**src/rtl/frame_buffer_manager.sv**
```systemverilog
// ----------------------------------------------------------------------------
// frame_buffer_manager: triple-buffer scheduler handing DDR writer/reader bases
// Revision: 1.0
// ----------------------------------------------------------------------------
`default_nettype none

module frame_buffer_manager #(
  parameter logic [31:0] BASE_ADDR    = 32'h0100_0000,
  parameter logic [31:0] FRAME_STRIDE = 32'h0004_0000,
  parameter int          CNT_W        = 16
) (
  input  logic             clk_100Mhz,
  input  logic             rst,
  input  logic             en,
  input  logic             wr_frame_done,
  input  logic             rd_frame_start,
  output logic [31:0]      wr_base_addr,
  output logic [31:0]      rd_base_addr,
  output logic [1:0]       wr_idx,
  output logic [1:0]       rd_idx,
  output logic             rd_valid,
  output logic             wr_swap,
  output logic             rd_swap,
  output logic [CNT_W-1:0] frames_written,
  output logic [CNT_W-1:0] frames_dropped,
  output logic [CNT_W-1:0] frames_repeated
);

  typedef enum logic [1:0] {
    ST_IDLE       = 2'd0,
    ST_WAIT_FIRST = 2'd1,
    ST_RUN        = 2'd2
  } state_t;

  localparam logic [CNT_W-1:0] C_ONE = {{(CNT_W-1){1'b0}}, 1'b1};

  function automatic logic [31:0] buf_addr(input logic [1:0] idx);
    return BASE_ADDR + ({30'd0, idx} * FRAME_STRIDE);
  endfunction

  state_t           state_q, state_d;
  logic [2:0]       wd_sync_q, rs_sync_q;
  logic [1:0]       w_q, r_q, p_q, w_d, r_d, p_d;
  logic             pend_q, rd_valid_q, wr_swap_q, rd_swap_q;
  logic [31:0]      wr_addr_q, rd_addr_q;
  logic [CNT_W-1:0] written_q, dropped_q, repeated_q;
  logic             wd_p, rs_p, do_wr, do_rd, allow_rep;

  // Stages 0/1 resynchronise; stage 2 only remembers the last level for edge detection
  assign wd_p = wd_sync_q[1] & ~wd_sync_q[2];
  assign rs_p = rs_sync_q[1] & ~rs_sync_q[2];

  always_comb begin
    state_d   = state_q;
    do_wr     = 1'b0;
    do_rd     = 1'b0;
    allow_rep = 1'b0;
    case (state_q)
      ST_WAIT_FIRST: begin
        do_wr = wd_p;
        do_rd = rs_p;
        if (wd_p) state_d = ST_RUN;
      end
      ST_RUN: begin
        do_rd     = rs_p;
        allow_rep = 1'b1;
        if (wd_p && !en) state_d = ST_IDLE;
        else             do_wr   = wd_p;
      end
      default: begin
        do_rd     = rs_p;
        allow_rep = 1'b1;
        state_d   = (wd_p && en) ? ST_WAIT_FIRST : ST_IDLE;
      end
    endcase
  end

  always_comb begin
    w_d = w_q;
    r_d = r_q;
    p_d = p_q;
    if (do_wr && do_rd) begin
      w_d = p_q;
      r_d = w_q;
      p_d = r_q;
    end else if (do_wr) begin
      w_d = p_q;
      p_d = w_q;
    end else if (do_rd && pend_q) begin
      r_d = p_q;
      p_d = r_q;
    end
  end

  always_ff @(posedge clk_100Mhz) begin
    if (rst) begin
      state_q    <= ST_IDLE;
      wd_sync_q  <= 3'b000;
      rs_sync_q  <= 3'b000;
      w_q        <= 2'd0;
      r_q        <= 2'd1;
      p_q        <= 2'd2;
      pend_q     <= 1'b0;
      rd_valid_q <= 1'b0;
      wr_swap_q  <= 1'b0;
      rd_swap_q  <= 1'b0;
      wr_addr_q  <= buf_addr(2'd0);
      rd_addr_q  <= buf_addr(2'd1);
      written_q  <= '0;
      dropped_q  <= '0;
      repeated_q <= '0;
    end else begin
      state_q   <= state_d;
      wd_sync_q <= {wd_sync_q[1:0], wr_frame_done};
      rs_sync_q <= {rs_sync_q[1:0], rd_frame_start};
      w_q       <= w_d;
      r_q       <= r_d;
      p_q       <= p_d;
      wr_addr_q <= buf_addr(w_d);
      rd_addr_q <= buf_addr(r_d);
      wr_swap_q <= do_wr;
      rd_swap_q <= do_rd && (do_wr || pend_q);
      if (do_wr && do_rd) begin
        pend_q     <= 1'b0;
        rd_valid_q <= 1'b1;
      end else if (do_wr) begin
        pend_q <= 1'b1;
      end else if (do_rd && pend_q) begin
        pend_q     <= 1'b0;
        rd_valid_q <= 1'b1;
      end
      if (do_wr) begin
        written_q <= written_q + C_ONE;
        if (pend_q) dropped_q <= dropped_q + C_ONE;
      end
      if (do_rd && !do_wr && !pend_q && rd_valid_q && allow_rep)
        repeated_q <= repeated_q + C_ONE;
    end
  end

  assign wr_base_addr    = wr_addr_q;
  assign rd_base_addr    = rd_addr_q;
  assign wr_idx          = w_q;
  assign rd_idx          = r_q;
  assign rd_valid        = rd_valid_q;
  assign wr_swap         = wr_swap_q;
  assign rd_swap         = rd_swap_q;
  assign frames_written  = written_q;
  assign frames_dropped  = dropped_q;
  assign frames_repeated = repeated_q;

endmodule

`default_nettype wire

```
**config.mk**
```make
export PLATFORM = sky130hd
export DESIGN_NAME = frame_buffer_manager
export DESIGN_NICKNAME = d
export VERILOG_FILES = /design/src/rtl/frame_buffer_manager.sv
export SDC_FILE = /design/constraint.sdc
export NUM_CORES = 1
export LEC_CHECK = 0
export BUFFER_PORTS_ARGS = -buffer_cell sky130_fd_sc_hd__buf_2
export CAP_MARGIN = 30
export CORE_MARGIN = 4
export CORE_UTILIZATION = 40
export DETAILED_ROUTE_END_ITERATION = 16
export GPL_ROUTABILITY_DRIVEN = 0
export PLACE_DENSITY_LB_ADDON = 0.2
export SYNTH_ARGS = -nofsm -noshare
export SYNTH_HDL_FRONTEND = slang
export SYNTH_SLANG_ARGS = --single-unit
```
**constraint.sdc**
```tcl
create_clock -name clk_100Mhz -period 3.8 [get_ports clk_100Mhz]
set_input_delay 0.57 -clock clk_100Mhz [delete_from_list [all_inputs] [get_ports clk_100Mhz]]
set_output_delay 0.57 -clock clk_100Mhz [all_outputs]
set_load 0.05 [all_outputs]
```
==> impl_metrics.env <==
export IMPL_drive_gt1_share_pct=17.8
export IMPL_cts_tree="built"
export IMPL_vdd_drop_max_uv=205
export IMPL_clockBufferDepth=2
export IMPL_io_buffers=63
export IMPL_synth_yosys_warnings=0
export IMPL_clk_latency_ps=340
export IMPL_cpPeakStageDelay_ps=660
export IMPL_period_needed_ps=2530
export IMPL_worstPathMaxFanout=8
export IMPL_finalHoldViolCount=0
export IMPL_cp_required_ps=4070
export IMPL_async_flop_share_pct=0
export IMPL_core_sq_mm=0.00838
export IMPL_setup_viol=0
export IMPL_grt_pass1_vias=2557
export IMPL_fin_nets=485
export IMPL_power_uw=1490
export IMPL_leakage_uw=0.00154
export IMPL_min_period_over_period_pct=66.5
export IMPL_hp_class="in -> reg"
export IMPL_n_antenna_cell=0
export IMPL_switching_share_pct=27.0
export IMPL_timing_hold_ws_ps=439
export IMPL_finClkSkew_ps=5.40
export IMPL_synth_commonest_cells="66 x dfxtp_1, 64 x buf_4, 34 x a21oi_1"
export IMPL_vias_per_cell=5.01
export IMPL_setup_worst_path_start="state_q[0]$_SDFFE_PP0P_"
export IMPL_via_count=2923
export IMPL_io_pins=124
export IMPL_die_x_um=102
export IMPL_powerDensity_mw_per_mm2=386
export IMPL_utilization_pct=46.2
export IMPL_firstDrtPassIters=4
export IMPL_synth_top_area_share_pct=37.7
export IMPL_slew_headroom_pct=47.7
export IMPL_drt_drc_violations_left=0
export IMPL_fmax_mhz=395
export IMPL_row_count=33
export IMPL_gr_usage_all_layers_pct=14.9
export IMPL_p_sw_uw=403
export IMPL_slowest_stage="or4_1"
export IMPL_p_clk_share_pct=43.0
export IMPL_fp_dieArea_sq_mm=0.0103
export IMPL_drt_wl_total_um=7580
export IMPL_crit_arrival_ps=2800
export IMPL_start_util_pct=41.8
export IMPL_reg2reg_from="state_q[0]$_SDFFE_PP0P_"
export IMPL_slew_violations=0
export IMPL_synth_seq_cells=66
export IMPL_synth_area_leaders="dfxtp_1 38%, buf_4 14%, a21oi_1 4.9%"
export IMPL_synth_top_area_cell="dfxtp_1"
export IMPL_drt_iter0_drc=138
export IMPL_use_met3_pct=3.17
export IMPL_root_buffer="clkbuf_8"
export IMPL_grt_overflow_total=0
export IMPL_netlist_instances=419
export IMPL_cts_resized=0
export IMPL_critPathCaptureType="flop"
export IMPL_tns_ps=0
export IMPL_start_kind="flop"
export IMPL_antenna_found_initial=0
export IMPL_rsz0062_at_grt="false"
export IMPL_worst_pin_slew_ps=784
export IMPL_h_tree_depth=3
export IMPL_grt_busiest_layer="met2"
export IMPL_wl_per_cell_um=13.0
export IMPL_hold_start="rd_frame_start"
export IMPL_grt_max_degree=44
export IMPL_clock_sinks=66
export IMPL_setup_slack_ps=1270
export IMPL_synth_most_common_cell="dfxtp_1"
export IMPL_ant_nets=0
export IMPL_grt_first_pass_wirelength_um=12500
export IMPL_syn_to_final_growth_pct=10.5
export IMPL_seqPwrFrac_pct=46.6
export IMPL_cp_cell_sequence="inv_1 -> ha_1 -> or3b_1 -> or4_1 -> or3_1 -> a21oi_1"
export IMPL_seq_area_frac_synth_pct=37.7
export IMPL_post_dp_hpwl_um=5450
export IMPL_max_cap_violations=0
export IMPL_status="finished, final reports clean"
export IMPL_p_comb_share_pct=10.3
export IMPL_synth_distinct_cells=46
export IMPL_grt_use_met1_pct=21.1
export IMPL_setup_worst_path_class="reg -> reg"
export IMPL_synth_edff_count=0
export IMPL_cts_hold_buf=0
export IMPL_cts_buffers=9
export IMPL_p_int_uw=1090
export IMPL_cts_reportedPaths_clkPinSlew_ps=70
export IMPL_syn_avg_cell_area_sq_um=8.36
export IMPL_dp_slack_ps=1100
export IMPL_grtUsageMet2_pct=22.0
export IMPL_syn_area_sq_mm=0.00350
export IMPL_synth_top_flop_cell="dfxtp_1"
export IMPL_post_cts_buffers=0
export IMPL_die_h_um=102
[cells in the final DEF (no fill, tap or decap), types with 2 or more instances in the layout]
cell type,instances
buf_4,3
nand4b_1,3
o31ai_1,5
nand3_1,17
mux2i_1,3
nand2_1,23
xor2_1,5
a31oi_1,3
and3_1,3
or4_1,8
nor3_1,9
nand3b_1,4
conb_1,60
a2111oi_0,2
nand4bb_1,4
nor2_1,27
nand4_1,11
and4_1,3
nand2b_1,2
a211o_1,2
or3_1,19
ha_1,6
nor3b_1,3
inv_1,13
a211oi_1,2
dfxtp_1,66
o21ai_0,22
a21oi_1,34
nor2b_1,7
clkbuf_8,14
nor4_1,5
xnor2_1,13
buf_2,63
[metrics by stage]
| step | instances | area, sq um |
|---|---|---|
| 3_3_place_gp | 567 | 3640 |
| 3_5_place_dp | 567 | 3640 |
| 2_1_floorplan | 477 | 3720 |
| 6_report | 583 | 3870 |
| 4_1_cts | 582 | 3860 |
| 5_1_grt | 583 | 3870 |
[power by group through the flow]
| stage | combinational [uW] | clock, uW | sequential, uW |
|---|---|---|---|
| final | 154 | 643 | 697 |
| after global routing | 162 | 701 | 696 |
| after CTS | 153 | 664 | 696 |
| after detailed placement | 153 | 0 | 712 |
| after global placement | 152 | 0 | 712 |
| after floorplan | 194 | 0 | 712 |
[per-layer routing]
layer,vias to the layer above,share of wire (%)
li1,1474,-
met1,1346,48
met2,92,44
met3,11,6.0
met4,0,1.7
met5,-,0
[flip-flops by register name, indices dropped and copies added, names as in the netlist, 3 cells and up]
name,cells
frames_written,16
wd_sync_q,3
rs_sync_q,3
frames_repeated,16
frames_dropped,16
[logic make-up after synthesis]
kind of cell,count (synthesis),synth area share (%)
and+or+nand+nor,155,25.3
buffers and inverters,93,16.9
AOI/OAI and AO/OA,76,12.4
DFF,66,37.7
xor gates and xnor gates,18,4.50
adders and majority gates,6,2.14
muxes,3,0.858
other,2,0.215
[final cells by class]
cell class	count	area (sq um)
fill	852	4510
tap	105	131
timing repair buffer	66	338
multi-input combinational	318	1810
clock buffer	14	193
sequential	66	1320
clock inverter	1	30.0
inverter	13	48.8
[critical path: cells and delay by family, from the launching register on]
| kind | cells | cell delay [ps] |
|---|---|---|
| buf+inv | 1 | 60 |
| flops | 1 | 370 |
| simple gates | 3 | 1520 |
| fa+ha+maj | 1 | 370 |
| compound gates | 1 | 150 |
[final timing paths]
kind / end / cells past startpoint / slack (ps)
max: frames_dropped[14]$_SDFFE_PP0P_ / 6 / 1270
min: rs_sync_q[0]$_SDFF_PP0_ / 2 / 440
max reg2reg: frames_dropped[14]$_SDFFE_PP0P_ / 6 / 1270
min reg2reg: wd_sync_q[1]$_SDFF_PP0_ / 1 / 450
Note: power is estimated with default switching activity, not from simulation.
